[src/rtl/seq_alu.sv]
// -----------------------------------------------------------------------------
// seq_alu
//   Registered WIDTH-bit ALU. It does add/sub/logic ops in a single cycle.
//   Multiply uses an iterative shift-add unit that consumes one multiplier bit
//   per cycle. The result and flags live in output registers. The block uses a
//   start/busy/done handshake.
//
// Ports
//   clk       rising-edge system clock
//   rst       asynchronous, active-high reset
//   start     issue request; sampled only while busy=0
//   A, B      WIDTH-bit operands, captured on an accepted start
//   code      opcode; code[2:0] selects the op, code[4:3] are ignored
//   busy      multiply in progress (start is ignored)
//   done      one-cycle pulse: Y and flags were updated this cycle
//   Y         registered result
//   carry, overflow, zero, negative
//             registered flags, updated together with Y
// -----------------------------------------------------------------------------
module seq_alu #(
   parameter int WIDTH = 8
) (
   input  logic             clk,
   input  logic             rst,
   input  logic             start,
   input  logic [WIDTH-1:0] A,
   input  logic [WIDTH-1:0] B,
   input  logic [4:0]       code,
   output logic             busy,
   output logic             done,
   output logic [WIDTH-1:0] Y,
   output logic             carry,
   output logic             overflow,
   output logic             zero,
   output logic             negative
);

   localparam int CW = (WIDTH > 2) ? $clog2(WIDTH) : 1;
   localparam logic [CW-1:0] CNT_LAST = CW'(WIDTH - 1);

   localparam logic [2:0] OP_ADD  = 3'b000;
   localparam logic [2:0] OP_SUB  = 3'b001;
   localparam logic [2:0] OP_AND  = 3'b100;
   localparam logic [2:0] OP_OR   = 3'b101;
   localparam logic [2:0] OP_XOR  = 3'b110;
   localparam logic [2:0] OP_NOR  = 3'b111;

   typedef enum logic {IDLE, MUL} state_t;

   state_t state_reg, state_next;

   logic [WIDTH-1:0]   a_reg, a_next;
   logic [WIDTH-1:0]   b_reg, b_next;
   logic               mulh_reg, mulh_next;
   logic [2*WIDTH-1:0] acc_reg, acc_next;
   logic [CW-1:0]      cnt_reg, cnt_next;
   logic [WIDTH-1:0]   y_reg, y_next;
   logic               carry_reg, carry_next;
   logic               overflow_reg, overflow_next;
   logic               zero_reg, zero_next;
   logic               negative_reg, negative_next;
   logic               done_reg, done_next;

   // MULL (010) and MULH (011) share code[2:1] = 01.
   logic is_mul_op;
   assign is_mul_op = (code[2:1] == 2'b01);

   // ---------------------------------------------------------------------------
   // Single-cycle datapath (operates directly on the live inputs)
   // ---------------------------------------------------------------------------
   logic               is_sub;
   logic [WIDTH-1:0]   b_eff;
   logic [WIDTH:0]     sum_ext;
   logic [WIDTH-1:0]   alu_y;
   logic               alu_carry;
   logic               alu_overflow;

   assign is_sub  = (code[2:0] == OP_SUB);
   // Subtract is A + ~B + 1. The carry-out is then the "no borrow" indication.
   assign b_eff   = is_sub ? ~B : B;
   assign sum_ext = {1'b0, A} + {1'b0, b_eff} + {{WIDTH{1'b0}}, is_sub};

   always_comb begin
      alu_y        = '0;
      alu_carry    = 1'b0;
      alu_overflow = 1'b0;
      case (code[2:0])
         OP_ADD, OP_SUB: begin
            alu_y        = sum_ext[WIDTH-1:0];
            alu_carry    = sum_ext[WIDTH];
            // Overflow occurs when both addends have the same sign and the
            // sum's sign differs from it. B is taken after any inversion.
            alu_overflow = (A[WIDTH-1] == b_eff[WIDTH-1]) &&
                           (sum_ext[WIDTH-1] != A[WIDTH-1]);
         end
         OP_AND:  alu_y = A & B;
         OP_OR:   alu_y = A | B;
         OP_XOR:  alu_y = A ^ B;
         OP_NOR:  alu_y = ~(A | B);
         default: alu_y = '0;
      endcase
   end

   // ---------------------------------------------------------------------------
   // Shift-add multiplier. The table holds the gated partial product of each
   // multiplier bit. The counter selects the term to add this cycle.
   // ---------------------------------------------------------------------------
   logic [2*WIDTH-1:0] partial [WIDTH];
   logic [2*WIDTH-1:0] prod;

   for (genvar gi = 0; gi < WIDTH; gi++) begin : g_partial
      assign partial[gi] = b_reg[gi] ? ({{WIDTH{1'b0}}, a_reg} << gi) : '0;
   end

   assign prod = acc_reg + partial[cnt_reg];

   // ---------------------------------------------------------------------------
   // FSM: state register
   // ---------------------------------------------------------------------------
   always_ff @(posedge clk or posedge rst) begin
      if (rst) state_reg <= IDLE;
      else     state_reg <= state_next;
   end

   // FSM: next-state logic
   always_comb begin
      state_next = state_reg;
      case (state_reg)
         IDLE:    if (start && is_mul_op) state_next = MUL;
         MUL:     if (cnt_reg == CNT_LAST) state_next = IDLE;
         default: state_next = IDLE;
      endcase
   end

   // FSM: output and datapath-load logic
   always_comb begin
      a_next        = a_reg;
      b_next        = b_reg;
      mulh_next     = mulh_reg;
      acc_next      = acc_reg;
      cnt_next      = cnt_reg;
      y_next        = y_reg;
      carry_next    = carry_reg;
      overflow_next = overflow_reg;
      zero_next     = zero_reg;
      negative_next = negative_reg;
      done_next     = 1'b0;
      case (state_reg)
         IDLE: begin
            if (start) begin
               if (is_mul_op) begin
                  a_next    = A;
                  b_next    = B;
                  mulh_next = code[0];
                  acc_next  = '0;
                  cnt_next  = '0;
               end else begin
                  done_next     = 1'b1;
                  y_next        = alu_y;
                  carry_next    = alu_carry;
                  overflow_next = alu_overflow;
                  zero_next     = (alu_y == '0);
                  negative_next = alu_y[WIDTH-1];
               end
            end
         end
         MUL: begin
            acc_next = prod;
            cnt_next = cnt_reg + 1'b1;
            if (cnt_reg == CNT_LAST) begin
               done_next = 1'b1;
               if (mulh_reg) begin
                  y_next        = prod[2*WIDTH-1:WIDTH];
                  carry_next    = 1'b0;
                  overflow_next = 1'b0;
               end else begin
                  y_next        = prod[WIDTH-1:0];
                  carry_next    = |prod[2*WIDTH-1:WIDTH];
                  overflow_next = |prod[2*WIDTH-1:WIDTH];
               end
               zero_next     = (y_next == '0);
               negative_next = y_next[WIDTH-1];
            end
         end
         default: ;
      endcase
   end

   // Datapath and output registers
   always_ff @(posedge clk or posedge rst) begin
      if (rst) begin
         a_reg        <= '0;
         b_reg        <= '0;
         mulh_reg     <= 1'b0;
         acc_reg      <= '0;
         cnt_reg      <= '0;
         y_reg        <= '0;
         carry_reg    <= 1'b0;
         overflow_reg <= 1'b0;
         zero_reg     <= 1'b0;
         negative_reg <= 1'b0;
         done_reg     <= 1'b0;
      end else begin
         a_reg        <= a_next;
         b_reg        <= b_next;
         mulh_reg     <= mulh_next;
         acc_reg      <= acc_next;
         cnt_reg      <= cnt_next;
         y_reg        <= y_next;
         carry_reg    <= carry_next;
         overflow_reg <= overflow_next;
         zero_reg     <= zero_next;
         negative_reg <= negative_next;
         done_reg     <= done_next;
      end
   end

   assign busy     = (state_reg == MUL);
   assign done     = done_reg;
   assign Y        = y_reg;
   assign carry    = carry_reg;
   assign overflow = overflow_reg;
   assign zero     = zero_reg;
   assign negative = negative_reg;

endmodule

[config.mk]
export PLATFORM = sky130hd
export DESIGN_NAME = seq_alu
export DESIGN_NICKNAME = d
export VERILOG_FILES = /design/src/rtl/seq_alu.sv
export SDC_FILE = /design/constraint.sdc
export NUM_CORES = 1
export LEC_CHECK = 0
export CORE_MARGIN = 2
export CORE_UTILIZATION = 40
export CTS_CLUSTER_SIZE = 40
export DETAILED_ROUTE_END_ITERATION = 10
export GPL_TIMING_DRIVEN = 0
export PLACE_DENSITY = 0.71
export SLEW_MARGIN = 20
export SYNTH_ARGS = -nofsm -noshare
export SYNTH_HDL_FRONTEND = slang
export SYNTH_SLANG_ARGS = --single-unit
[constraint.sdc]
create_clock -name clk -period 3.91 [get_ports clk]
set_input_delay 0.782 -clock clk [delete_from_list [all_inputs] [get_ports clk]]
set_output_delay 0.782 -clock clk [all_outputs]
set_load 0.01 [all_outputs]
-- After elaboration in Yosys (flattened, before gate mapping)
Index checks and enable logic that the tools add are counted.
- bitwise logic cells: 7
- order comparisons: 1
- reductions and logical operators: 10
- eq/ne operators: 13
- $add $sub $neg: 4
- multiplexer cells: 51
- operators with widths (operator ; count):
    2-to-1 mux 16 bit ; 4
    2-to-1 mux 8 bit ; 8
    binary-select mux 16 bit (select 3 bit) ; 1
    one-hot mux 8 bit (5 select lines) ; 1
    one-hot mux 16 bit (2 select lines) ; 1
    2-to-1 mux 1 bit ; 19
    adder 16 bit ; 1
    zero test 8 bit ; 2
    inverter 8 bit ; 2
    one-hot mux 8 bit (2 select lines) ; 1
    == test 3 bit (second input constant) ; 5
    2-to-1 mux 15 bit ; 1
    2-to-1 mux 14 bit ; 1
    2-to-1 mux 13 bit ; 1
    2-to-1 mux 12 bit ; 1
    one-hot mux 1 bit (2 select lines) ; 6
    2-to-1 mux 11 bit ; 1
    2-to-1 mux 10 bit ; 1
    adder 8 x 8 -> 9 bit ; 1
    adder 9 x 1 -> 9 bit ; 1
    2-to-1 mux 9 bit ; 1
    bitwise AND 8 bit ; 1
    OR 8 bit ; 1
    OR reduction 8 bit ; 1
    18 further kinds ; 23
- register bits: 50
- word-level logic and storage cells: 98
- output and inout bits: 14

-- Logic depth before layout (Yosys ltp)
Gate-level depths: netlist of the first run.
- depth in word-level cells: 11
- mapped depth: 15
- gate-level depth less buffers: 13

-- Worst setup path after synthesis of the first run
Ideal clock, no wire load.
- path kind: input -> register
- start: in code[0]
- end: reg overflow_reg (netlist: overflow)
- data required time: 3791 ps
- cell stages on the path: 13
- arrival: 3380 ps
- library setup time: 119 ps
- setup slack: 412 ps
- cell sequence: buf_4 clkbuf_1 and2_1 clkbuf_1 xnor2_1 ha_1 a21o_1 a31oi_1 a21oi_1 or2_2 xnor2_1 a22o_1 a21o_2
- word-level cells in the longest chain between the ends: 10
- RTL lines (item ; line ; RTL):
    from (decl) ; 28 ; input logic [4:0] code,
    == test 3 x 1 -> 1 bit ; 78, 87 ;
    2-to-1 mux 8 bit ; 80 ; assign b_eff = is_sub ? ~B : B;
    adder 8 x 8 -> 9 bit ; 81 ; assign sum_ext = {1'b0, A} + {1'b0, b_eff} + {{WIDTH{1'b0}}, is_sub};
    adder 9 x 1 -> 9 bit ; 81 ;
    inequality test 1 bit ; 94 ; (sum_ext[WIDTH-1] != A[WIDTH-1]);
    logical AND 1 bit ; 93 ; alu_overflow = (A[WIDTH-1] == b_eff[WIDTH-1]) &&
    2-to-1 mux 1 bit (*) ; 87 ; case (code[2:0])
    2-to-1 mux 1 bit (*) ; 151 ; if (is_mul_op) begin
    2-to-1 mux 1 bit (*) ; 150 ; if (start) begin
    one-hot mux 1 bit (2 select lines) (*) ; 148 ; case (state_reg)
    to (signal assigned) ; 211 ; overflow_reg <= overflow_next;
    to (decl) ; 59 ; logic overflow_reg, overflow_next;
Mark *: on every way between the ends. The rest lies on a longest branch, timed or not. The select of a mux whose other input is x is not followed.
A chain may end at the register's enable or synchronous reset.

-- Worst setup path after layout of the first run
- start: reg cnt_reg[0]
- end: reg carry_reg (netlist: carry)
- word-level cells in the longest chain between the ends: 9
- RTL lines (item ; line ; RTL):
    from (decl) ; 56 ; logic [CW-1:0] cnt_reg, cnt_next;
    from (signal assigned) ; 208 ; cnt_reg <= cnt_next;
    inverter 3 -> 4 bit (not written as such) ; 115 ; assign prod = acc_reg + partial[cnt_reg];
    binary-select mux 16 bit (select 3 bit) ; 115 ;
    2-to-1 mux 16 bit (not written as such) (2 in a row) ; 115 ;
    adder 16 bit ; 115 ;
    OR reduction 8 bit ; 178 ; carry_next = |prod[2*WIDTH-1:WIDTH];
    2-to-1 mux 1 bit ; 172 ; if (mulh_reg) begin
    2-to-1 mux 1 bit ; 170 ; if (cnt_reg == CNT_LAST) begin
    one-hot mux 1 bit (2 select lines) ; 148 ;
    to (signal assigned) ; 210 ; carry_reg <= carry_next;
    to (decl) ; 58 ; logic carry_reg, carry_next;
Several ways; a longest one is shown, not always the timed one. The select of a mux whose other input is x is not followed.

==> flow_metrics.env, run 1 <==
export IMPL_nNetsFinal=642
export IMPL_fin_worst_skew_ns=0.0104
export IMPL_fin_crit_ns=3.76
export IMPL_postRouteAntennaNets=0
export IMPL_cts_tree="done"
export IMPL_hold_path_class="reg -> reg"
export IMPL_crit_path_end_kind="flip-flop"
export IMPL_synthArstFlopShare_pct=100
export IMPL_synth_avg_cell_area_um2=8.58
export IMPL_synth_area_mm2=0.00460
export IMPL_status="finished clean"
export IMPL_dp_slack_ns=-0.654
export IMPL_ys_seq_area_share_pct=26.7
export IMPL_rr_worst_depth=13
export IMPL_synthSimpleGateAreaFrac_pct=15.5
export IMPL_finalHoldViolCount=0
export IMPL_cap_violations=0
export IMPL_synth_fa_ha_area_share_pct=12.0
export IMPL_routed_wl_um=12800
export IMPL_track_usage_pct=20.6
export IMPL_gp_congestion=0.923
export IMPL_synth_seq_cells=49
export IMPL_setup_slack_ns=0.148
export IMPL_grt_overflow=0
export IMPL_slew_viol_final=0
export IMPL_fmax_ghz=0.266
export IMPL_r2r_end="carry"
export IMPL_pin_count=38
export IMPL_worstMarginPinSlew_ns=1.01
export IMPL_synth_top_family_by_area="compound AO/OA/AOI/OAI gates"
export IMPL_arrival_ns=3.94
export IMPL_postSynthNetCount=603
export IMPL_start_util_pct=40.6
export IMPL_rrSetupSlack_ns=0.15
export IMPL_crit_path_max_fanout=10
export IMPL_rsz0062_at_grt="yes"
export IMPL_drt_iter0_drc=255
export IMPL_hold_depth=2
export IMPL_holdCritStartpoint="Y[1]"
export IMPL_numCtsBuffers=5
export IMPL_rows=39
export IMPL_reg2reg_from="cnt_reg[0]"
export IMPL_worstSetupStartpointType="flip-flop"
export IMPL_p_total_uw=4360
export IMPL_area_growth_pct=16.3
export IMPL_power_leakage_uw=0.00233
export IMPL_routedWlPerCell_um=17.8
export IMPL_largest_reg_flops=16
export IMPL_fp_dieW_um=111
export IMPL_critPathRequiredTime_ns=4.09
export IMPL_cts_sinks=49
export IMPL_ir_drop_uv=307
export IMPL_grt_max_degree=34
export IMPL_synth_flop_cell="dfrtp_1"
export IMPL_htree_num_levels=2
export IMPL_clk_pin_slew_ns=0.07
export IMPL_core_mm2=0.0113
export IMPL_hpwl_um=9880
export IMPL_power_per_cell_area_mw_per_mm2=815
export IMPL_regArea_mm2=0.00123
export IMPL_dr_pass1_iters=5
export IMPL_synth_distinct_cells=68
export IMPL_grt_pass1_wl_um=21100
export IMPL_die_area_mm2=0.0124
export IMPL_die_h_um=111
export IMPL_synth_xor_area_share_pct=4.95
export IMPL_synth_cells=536
export IMPL_antenna_found_initial=0
export IMPL_clockRootBuffer="clkbuf_16"
export IMPL_clk_latency_ns=0.29
export IMPL_path_class="reg -> reg"
export IMPL_synth_compound_area_share_pct=27.1
export IMPL_synth_edff_count=0
export IMPL_setup_viol=0
export IMPL_setup_tns_ns=0
export IMPL_diodes=0
export IMPL_vias=4269
export IMPL_crit_start="cnt_reg[0]"
export IMPL_hold_end="Y[1]"
export IMPL_port_buffers=34
export IMPL_drive_above_1_share_pct=13.0
export IMPL_max_slew_margin_rel_pct=32.5
export IMPL_synth_mux_area_share_pct=7.62
export IMPL_route_detailed_drc=0
export IMPL_fillers=1094
export IMPL_synth_warning_count=0
export IMPL_clk_path_buf_depth=2
export IMPL_vias_per_cell=5.94
export IMPL_multi_input_area_mm2=0.00312
export IMPL_grt_pass1_vias=4111
export IMPL_fin_crit_sh_pct=96.2
## report_power, final
| group | total, µW | internal [µW] | leakage (µW) | switching, µW |
|---|---|---|---|---|
| Combinational | 2900 | 1190 | 0.00164 | 1700 |
| Clock | 518 | 320 | 0.0000831 | 198 |
| Sequential | 945 | 743 | 0.000609 | 202 |
## Yosys cell counts, types with 11 or more instances
cell type | number | area, µm²
a22o_1 | 15 | 131
o211ai_1 | 15 | 113
xor2_1 | 11 | 96.3
xnor2_1 | 15 | 131
mux2_2 | 24 | 270
inv_1 | 24 | 90.1
a32oi_1 | 14 | 123
clkbuf_1 | 32 | 120
o21ai_0 | 40 | 200
nand3_1 | 15 | 75.1
nor2_1 | 21 | 78.8
dfrtp_1 | 49 | 1230
ha_1 | 41 | 513
a21oi_1 | 27 | 135
nand2_1 | 56 | 210
## per-stage QoR
step	instances	utilization (%)	hold WS (ns)	area, µm²
after global placement	713	45.2	0.471	5120
after CTS	720	47.0	0.494	5320
final	719	47.2	0.488	5350
after global routing	719	47.2	0.512	5350
after floorplan	536	-	0.455	4600
after detailed placement	714	45.4	0.478	5140
## routing by layer
metal	share of wire (%)	track usage, %
met5	0	0
met4	1.6	4.20
met3	5.7	3.01
met2	48	34.8
met1	44	28.1
## worst max-delay path: stages (launching register included)
cell      delay [ns]
dfrtp_2         0.48
clkbuf_2        0.26
a32o_1          0.21
nand2_1         0.05
o21ai_0         0.30
ha_1            0.31
buf_6           0.14
a21o_1          0.22
a31o_1          0.23
a221oi_4        0.42
nor4b_1         0.12
a311oi_2        0.34
nand4b_1        0.21
a221o_1         0.35
## worst max-delay path by stage
stage                          end  slack [ns]  cells past startpoint
after floorplan           overflow        0.41                     13
after global placement        Y[6]       -0.57                     15
after detailed placement      Y[6]       -0.65                     15
after CTS                     Y[6]        0.07                     14
after global routing         carry       -0.03                     14
final                        carry        0.15                     13
## cells in the final DEF (no fill, tap or decap), types with 14 or more instances in the layout
| cell | n |
|---|---|
| nand2_1 | 56 |
| dfrtp_1 | 48 |
| ha_1 | 41 |
| o21ai_0 | 38 |
| clkdlybuf4s50_1 | 34 |
| a21oi_1 | 27 |
| mux2_2 | 24 |
| inv_1 | 23 |
| nor2_1 | 20 |
| clkbuf_1 | 17 |
| a22o_1 | 15 |
| xnor2_1 | 15 |
| o211ai_1 | 15 |
| nand3_1 | 15 |
| a32oi_1 | 14 |
## cell type report
type / instances / share of cell area, %
Multi-Input combinational cell: 420 / 58.3
Sequential cell: 49 / 23.0
Timing Repair Buffer: 36 / 6.88
Buffer: 37 / 3.44
Tap cell: 143 / 3.35
Clock buffer: 6 / 2.60
Inverter: 26 / 1.82
Clock inverter: 2 / 0.702
## cells by family (layout without fill, tap and decap cells)
family,count (synthesis),after routing
multiplexers,32,32
AO/OA/AOI/OAI,175,175
flip-flops,49,49
XOR/XNOR,26,26
buffers and inverters,67,107
AND/OR/NAND/NOR,144,144
adder cells (fa/ha/maj),43,43
## what timing repair did
item / 4_1_cts / 5_1_grt
hold buffers: 0 / 0
setup endpoints to repair: 8 / 6
buffers inserted: 0 / 1
resized for setup: 10 / 17
endpoints found under the hold margin: 0 / 0
pin swaps: 0 / 2
No activity file was read; power rests on OpenSTA's default activity.
==> inputs of run 2 (changes only) <==
--- a/config.mk
+++ b/config.mk
@@ -11,6 +11,7 @@
 export DETAILED_ROUTE_END_ITERATION = 10
 export GPL_TIMING_DRIVEN = 0
 export PLACE_DENSITY = 0.71
+export SKIP_CTS_REPAIR_TIMING = 1
 export SLEW_MARGIN = 20
 export SYNTH_ARGS = -nofsm -noshare
 export SYNTH_HDL_FRONTEND = slang
==> flow_metrics.env, run 2 (synthesized netlist as in run 1, its figures left out) <==
export IMPL_power_share_clock_pct=11.9
export IMPL_core_mm2=0.0113
export IMPL_antenna_found_initial=0
export IMPL_vias=4307
export IMPL_multi_input_area_mm2=0.00312
export IMPL_clk_pin_slew_ns=0.07
export IMPL_holdCritStartpoint="Y[1]"
export IMPL_reg2reg_from="cnt_reg[1]"
export IMPL_worstMarginPinSlew_ns=1.00
export IMPL_regArea_mm2=0.00123
export IMPL_fin_worst_skew_ns=0.0108
export IMPL_grt_pass1_wl_um=21100
export IMPL_fin_crit_sh_pct=96.6
export IMPL_placed_area_mm2=0.00514
export IMPL_layout_commonest_cell="nand2_1"
export IMPL_hpwl_um=9880
export IMPL_drive_above_1_share_pct=13.6
export IMPL_p_sw_share_pct=48.3
export IMPL_r2r_end="carry"
export IMPL_largest_reg_flops=16
export IMPL_rrSetupSlack_ns=0.13
export IMPL_slew_viol_final=0
export IMPL_track_usage_pct=20.6
export IMPL_utilization_pct=47.3
export IMPL_grt_pass1_vias=4131
export IMPL_port_buffers=34
export IMPL_fmax_ghz=0.265
export IMPL_worstSetupStartpointType="flip-flop"
export IMPL_power_frac_comb_pct=65.1
export IMPL_met1Wirelength_um=5690
export IMPL_ir_drop_uv=322
export IMPL_rr_worst_depth=11
export IMPL_status="finished clean"
export IMPL_fillers=1090
export IMPL_p_seq_share_pct=23.0
export IMPL_fp_dieW_um=111
export IMPL_area_growth_pct=16.4
export IMPL_power_leakage_uw=0.00234
export IMPL_die_h_um=111
export IMPL_gp_congestion=0.923
export IMPL_routedWlPerCell_um=17.8
export IMPL_met3_length_um=691
export IMPL_cts_sinks=49
export IMPL_numCtsBuffers=5
export IMPL_route_detailed_drc=0
export IMPL_postRouteAntennaNets=0
export IMPL_die_area_mm2=0.0124
export IMPL_fin_hold_ws_ns=0.488
export IMPL_cap_violations=0
export IMPL_path_class="reg -> reg"
export IMPL_clk_path_buf_depth=2
export IMPL_start_util_pct=40.6
export IMPL_dr_pass1_iters=5
export IMPL_setup_viol=0
export IMPL_crit_path_end_kind="flip-flop"
export IMPL_setup_tns_ns=0
export IMPL_stdcell_area_mm2=0.00535
export IMPL_diodes=0
export IMPL_highest_layer="met4"
export IMPL_hold_depth=2
export IMPL_rows=39
export IMPL_most_common_layout_cells="nand2_1, dfrtp_1, ha_1, o21ai_0, clkdlybuf4s50_1"
export IMPL_clockRootBuffer="clkbuf_16"
export IMPL_htree_num_levels=2
export IMPL_drt_iter0_drc=216
export IMPL_fin_crit_ns=3.78
export IMPL_critPathRequiredTime_ns=4.09
export IMPL_crit_path_max_fanout=10
export IMPL_grt_overflow=0
export IMPL_met2_length_um=6230
export IMPL_nNetsFinal=640
export IMPL_arrival_ns=3.96
export IMPL_hold_end="Y[1]"
export IMPL_finalHoldViolCount=0
export IMPL_max_slew_margin_rel_pct=33.1
export IMPL_grt_max_degree=34
export IMPL_routed_wl_um=12800
export IMPL_pin_count=38
export IMPL_hold_path_class="reg -> reg"
export IMPL_p_sw_uw=2110
export IMPL_clk_latency_ns=0.29
export IMPL_p_int_uw=2260
export IMPL_power_per_cell_area_mw_per_mm2=817
export IMPL_vias_per_cell=6.01
export IMPL_cts_tree="done"
-- run 2: cell types whose count changed in the layout (fill, tap and decap cells not counted), sizes merged --
| cell | before | now |
|---|---|---|
| buf | 10 | 14 |
| clkbuf | 35 | 29 |
-- run 2: critical path, stage by stage, from the launching register on --
cell and delay [ns]:
dfrtp_1 0.44, clkbuf_2 0.22, clkbuf_2 0.21, nor3_1 0.45, ha_1 0.34, a211oi_1 0.29, o211ai_1 0.22, a221oi_4 0.40
nor4b_1 0.12, a311oi_2 0.42, nand4b_1 0.22, a221o_1 0.35
-- run 2: area by class of cell --
class / instances / share of cell area [%]
Multi-Input combinational cell: 420 / 58.3
Sequential cell: 49 / 22.9
Timing Repair Buffer: 38 / 7.15
Tap cell: 143 / 3.34
Buffer: 33 / 3.16
Clock buffer: 6 / 2.59
Inverter: 26 / 1.82
Clock inverter: 2 / 0.701
-- run 2: how the worst max path moves through the flow --
stage,startpoint,endpoint,slack [ns]
floorplan,code[0],overflow,0.41
global placement,code[2],Y[6],-0.57
detailed placement,code[2],Y[6],-0.65
CTS,code[2],Y[6],-0.37
global route,cnt_reg[0],carry,-0.03
finish,cnt_reg[1],carry,0.13
-- run 2: power groups by stage --
stage               Sequential, µW  Clock [µW]  Combinational [µW]
floorplan                      889           0                2060
global placement               902           0                2800
detailed placement             910           0                2860
CTS                            902         521                2870
finish                        1010         519                2850
global route                  1040         542                3130
-- run 2: routing by layer --
metal / up-vias / global-route usage (%)
met5: - / 0
met4: 0 / 4.12
met3: 13 / 3.01
met2: 146 / 35.0
met1: 2093 / 28.0
li1: 2055 / -
-- run 2: per-stage QoR --
stage / instances / power [µW] / worst slack (ns)
2_1_floorplan: 536 / 2940 / 0.412
3_3_place_gp: 713 / 3700 / -0.575
3_5_place_dp: 714 / 3770 / -0.654
4_1_cts: 722 / 4290 / -0.373
5_1_grt: 717 / 4710 / -0.0267
6_report: 717 / 4370 / 0.132
==> inputs of run 3 (changes only) <==
--- a/config.mk
+++ b/config.mk
@@ -5,12 +5,13 @@
 export SDC_FILE = /design/constraint.sdc
 export NUM_CORES = 1
 export LEC_CHECK = 0
+export ABC_AREA = 1
 export CORE_MARGIN = 2
 export CORE_UTILIZATION = 40
 export CTS_CLUSTER_SIZE = 40
 export DETAILED_ROUTE_END_ITERATION = 10
 export GPL_TIMING_DRIVEN = 0
-export PLACE_DENSITY = 0.71
+export PLACE_DENSITY = 0.7
 export SKIP_CTS_REPAIR_TIMING = 1
 export SLEW_MARGIN = 20
 export SYNTH_ARGS = -nofsm -noshare
==> flow_metrics.env, run 3 <==
export IMPL_dpl_cell_count=913
export IMPL_grt_max_degree=32
export IMPL_clk_path_buf_depth=2
export IMPL_cpPeakStageDelay_ns=0.45
export IMPL_layoutNonFillerInstCount=920
export IMPL_port_buffers=34
export IMPL_crit_path_max_fanout=9
export IMPL_vias=4941
export IMPL_area_growth_pct=14.7
export IMPL_slew_viol_final=0
export IMPL_cts_tree="done"
export IMPL_synth_warning_count=0
export IMPL_nNetsFinal=843
export IMPL_core_mm2=0.0115
export IMPL_start_util_pct=41.2
export IMPL_route_detailed_drc=0
export IMPL_routed_wl_um=14000
export IMPL_ir_drop_uv=298
export IMPL_arrival_ns=3.86
export IMPL_synth_area_mm2=0.00474
export IMPL_synth_top_cell_area_share_pct=25.9
export IMPL_most_common_layout_cells="nand2_1, inv_1, o21ai_0, nand3_1, dfrtp_1"
export IMPL_grt_overflow=0
export IMPL_critPathRequiredTime_ns=4.06
export IMPL_synth_edff_count=0
export IMPL_path_class="reg -> reg"
export IMPL_worstSetupStartpointType="flip-flop"
export IMPL_track_usage_pct=23.0
export IMPL_htree_num_levels=2
export IMPL_met1Wirelength_um=6520
export IMPL_cts_sinks=49
export IMPL_synth_top_cells_by_count="nand2_1, inv_1, o21ai_0, nand3_1, dfrtp_1"
export IMPL_met2_length_um=6170
export IMPL_antenna_found_initial=0
export IMPL_fillers=1214
export IMPL_synthArstFlopShare_pct=100
export IMPL_postSynthNetCount=802
export IMPL_max_slew_margin_rel_pct=56.0
export IMPL_setup_viol=0
export IMPL_diodes=0
export IMPL_crit_chain="buf_2, inv_1, nor2_2, inv_1, a21oi_1, a221oi_1, nand2_1, o21ai_0, ha_1, nand2_1, nor2_1, nand3_1, nand4_1, and2_1, nand4_1, o21ai_0, a21oi_1"
export IMPL_status="finished clean"
export IMPL_worstMarginPinSlew_ns=0.654
export IMPL_routedWlPerCell_um=15.2
export IMPL_synth_avg_cell_area_um2=6.45
export IMPL_hold_depth=2
export IMPL_yosysMostFrequentCell="nand2_1"
export IMPL_highest_layer="met4"
export IMPL_pin_count=38
export IMPL_ys_seq_area_share_pct=25.9
export IMPL_die_h_um=113
export IMPL_postRouteAntennaNets=0
export IMPL_crit_path_end_kind="flip-flop"
export IMPL_fin_crit_sh_pct=94.9
export IMPL_synth_area_top_cells="dfrtp_1, nand2_1, ha_1"
export IMPL_drive_above_1_share_pct=4.25
export IMPL_rsz0062_at_grt="no"
export IMPL_fin_crit_ns=3.71
export IMPL_synth_seq_cells=49
export IMPL_hpwl_um=11500
export IMPL_gp_congestion=0.972
export IMPL_synth_distinct_cells=43
export IMPL_finalHoldViolCount=0
export IMPL_crit_slowest_cell="ha_1"
export IMPL_fin_worst_skew_ns=0.00695
export IMPL_fp_dieW_um=113
export IMPL_vias_per_cell=5.37
export IMPL_cap_violations=0
export IMPL_grt_pass1_vias=4700
export IMPL_hold_path_class="reg -> reg"
export IMPL_drt_iter0_drc=414
export IMPL_dr_pass1_iters=5
export IMPL_numCtsBuffers=5
export IMPL_synthDominantAreaCellType="dfrtp_1"
export IMPL_die_area_mm2=0.0127
export IMPL_rr_worst_depth=17
export IMPL_synth_flop_cell="dfrtp_1"
export IMPL_met3_length_um=816
export IMPL_clk_latency_ns=0.29
export IMPL_fmax_ghz=0.269
export IMPL_clk_pin_slew_ns=0.07
export IMPL_synth_cells=735
export IMPL_grt_pass1_wl_um=23700
export IMPL_power_leakage_uw=0.00279
export IMPL_clockRootBuffer="clkbuf_16"
export IMPL_power_per_cell_area_mw_per_mm2=858
export IMPL_setup_tns_ns=0
export IMPL_largest_reg_flops=16
export IMPL_rows=39
export IMPL_layout_commonest_cell="nand2_1"
## run 3: cell count changes in the layout (fill, tap and decap cells not counted), moves of 14 or more
cell	delta
nand2_1	+145
inv_1	+87
nand3_1	+49
o21ai_0	+45
mux2_2	-24
nor2_1	+19
nand4_1	+17
a22o_1	-15
a32oi_1	-14
xnor2_1	-14
## run 3: report_power, final
part | internal (µW) | leakage (µW) | switching [µW]
clock | 255 | 0.0000768 | 191
combinational | 1110 | 0.00210 | 2120
sequential | 761 | 0.000612 | 234
## run 3: area by class of cell
cell class | instances | area, µm² | share of cell area [%]
buffer | 20 | 104 | 1.91
clock buffer | 6 | 139 | 2.55
sequential | 49 | 1230 | 22.5
clock inverter | 2 | 13.8 | 0.253
tap | 143 | 179 | 3.29
inverter | 114 | 428 | 7.87
multi-input combinational | 551 | 2990 | 54.9
timing repair buffer | 35 | 360 | 6.63
## run 3: through the flow
step / worst slack [ns] / hold slack (ns) / power, µW / utilization [%] / instance area [µm²]
floorplan: 1.20 / 0.478 / 3140 / - / 4740
global route: 0.0295 / 0.521 / 5110 / 47.2 / 5440
finish: 0.199 / 0.485 / 4670 / 47.2 / 5440
global placement: 0.0580 / 0.467 / 4130 / 45.7 / 5260
detailed placement: 0.235 / 0.470 / 4130 / 45.9 / 5280
CTS: 0.214 / 0.489 / 4590 / 47.2 / 5430
## run 3: path summary, 6_finish.rpt
check	start	end	slack [ns]
setup reg to reg	cnt_reg[0]	carry	0.20
setup / recovery	cnt_reg[0]	carry	0.20
min in group asynchronous	rst	acc_reg[13]	0.81
max in group asynchronous	rst	b_reg[1]	2.59
hold reg to reg	zero	zero	0.48
hold / removal	zero	zero	0.48
## run 3: cells by family (layout without fill, tap and decap cells)
| group | after synthesis | after routing | share of synthesized area [%] |
|---|---|---|---|
| simple gates | 353 | 353 | 32.6 |
| compound gates | 143 | 143 | 16.5 |
| buf+inv | 135 | 177 | 11.2 |
| flops | 49 | 49 | 25.9 |
| fa+ha+maj | 43 | 43 | 11.7 |
| xor+xnor | 12 | 12 | 2.22 |
## run 3: layer usage
metal  track usage (%)  vias up
met3              1.50       33
met4              8.13        0
met2              36.8      181
met5                 0        -
li1                  -     2497
met1              33.2     2230
## run 3: worst max-delay path: cells and delay by family, from the launching register on
kind            cells  cell delay (ns)
buf+inv             3             0.55
simple gates        8             1.27
flops               1             0.36
fa+ha+maj           1             0.45
compound gates      5             0.95
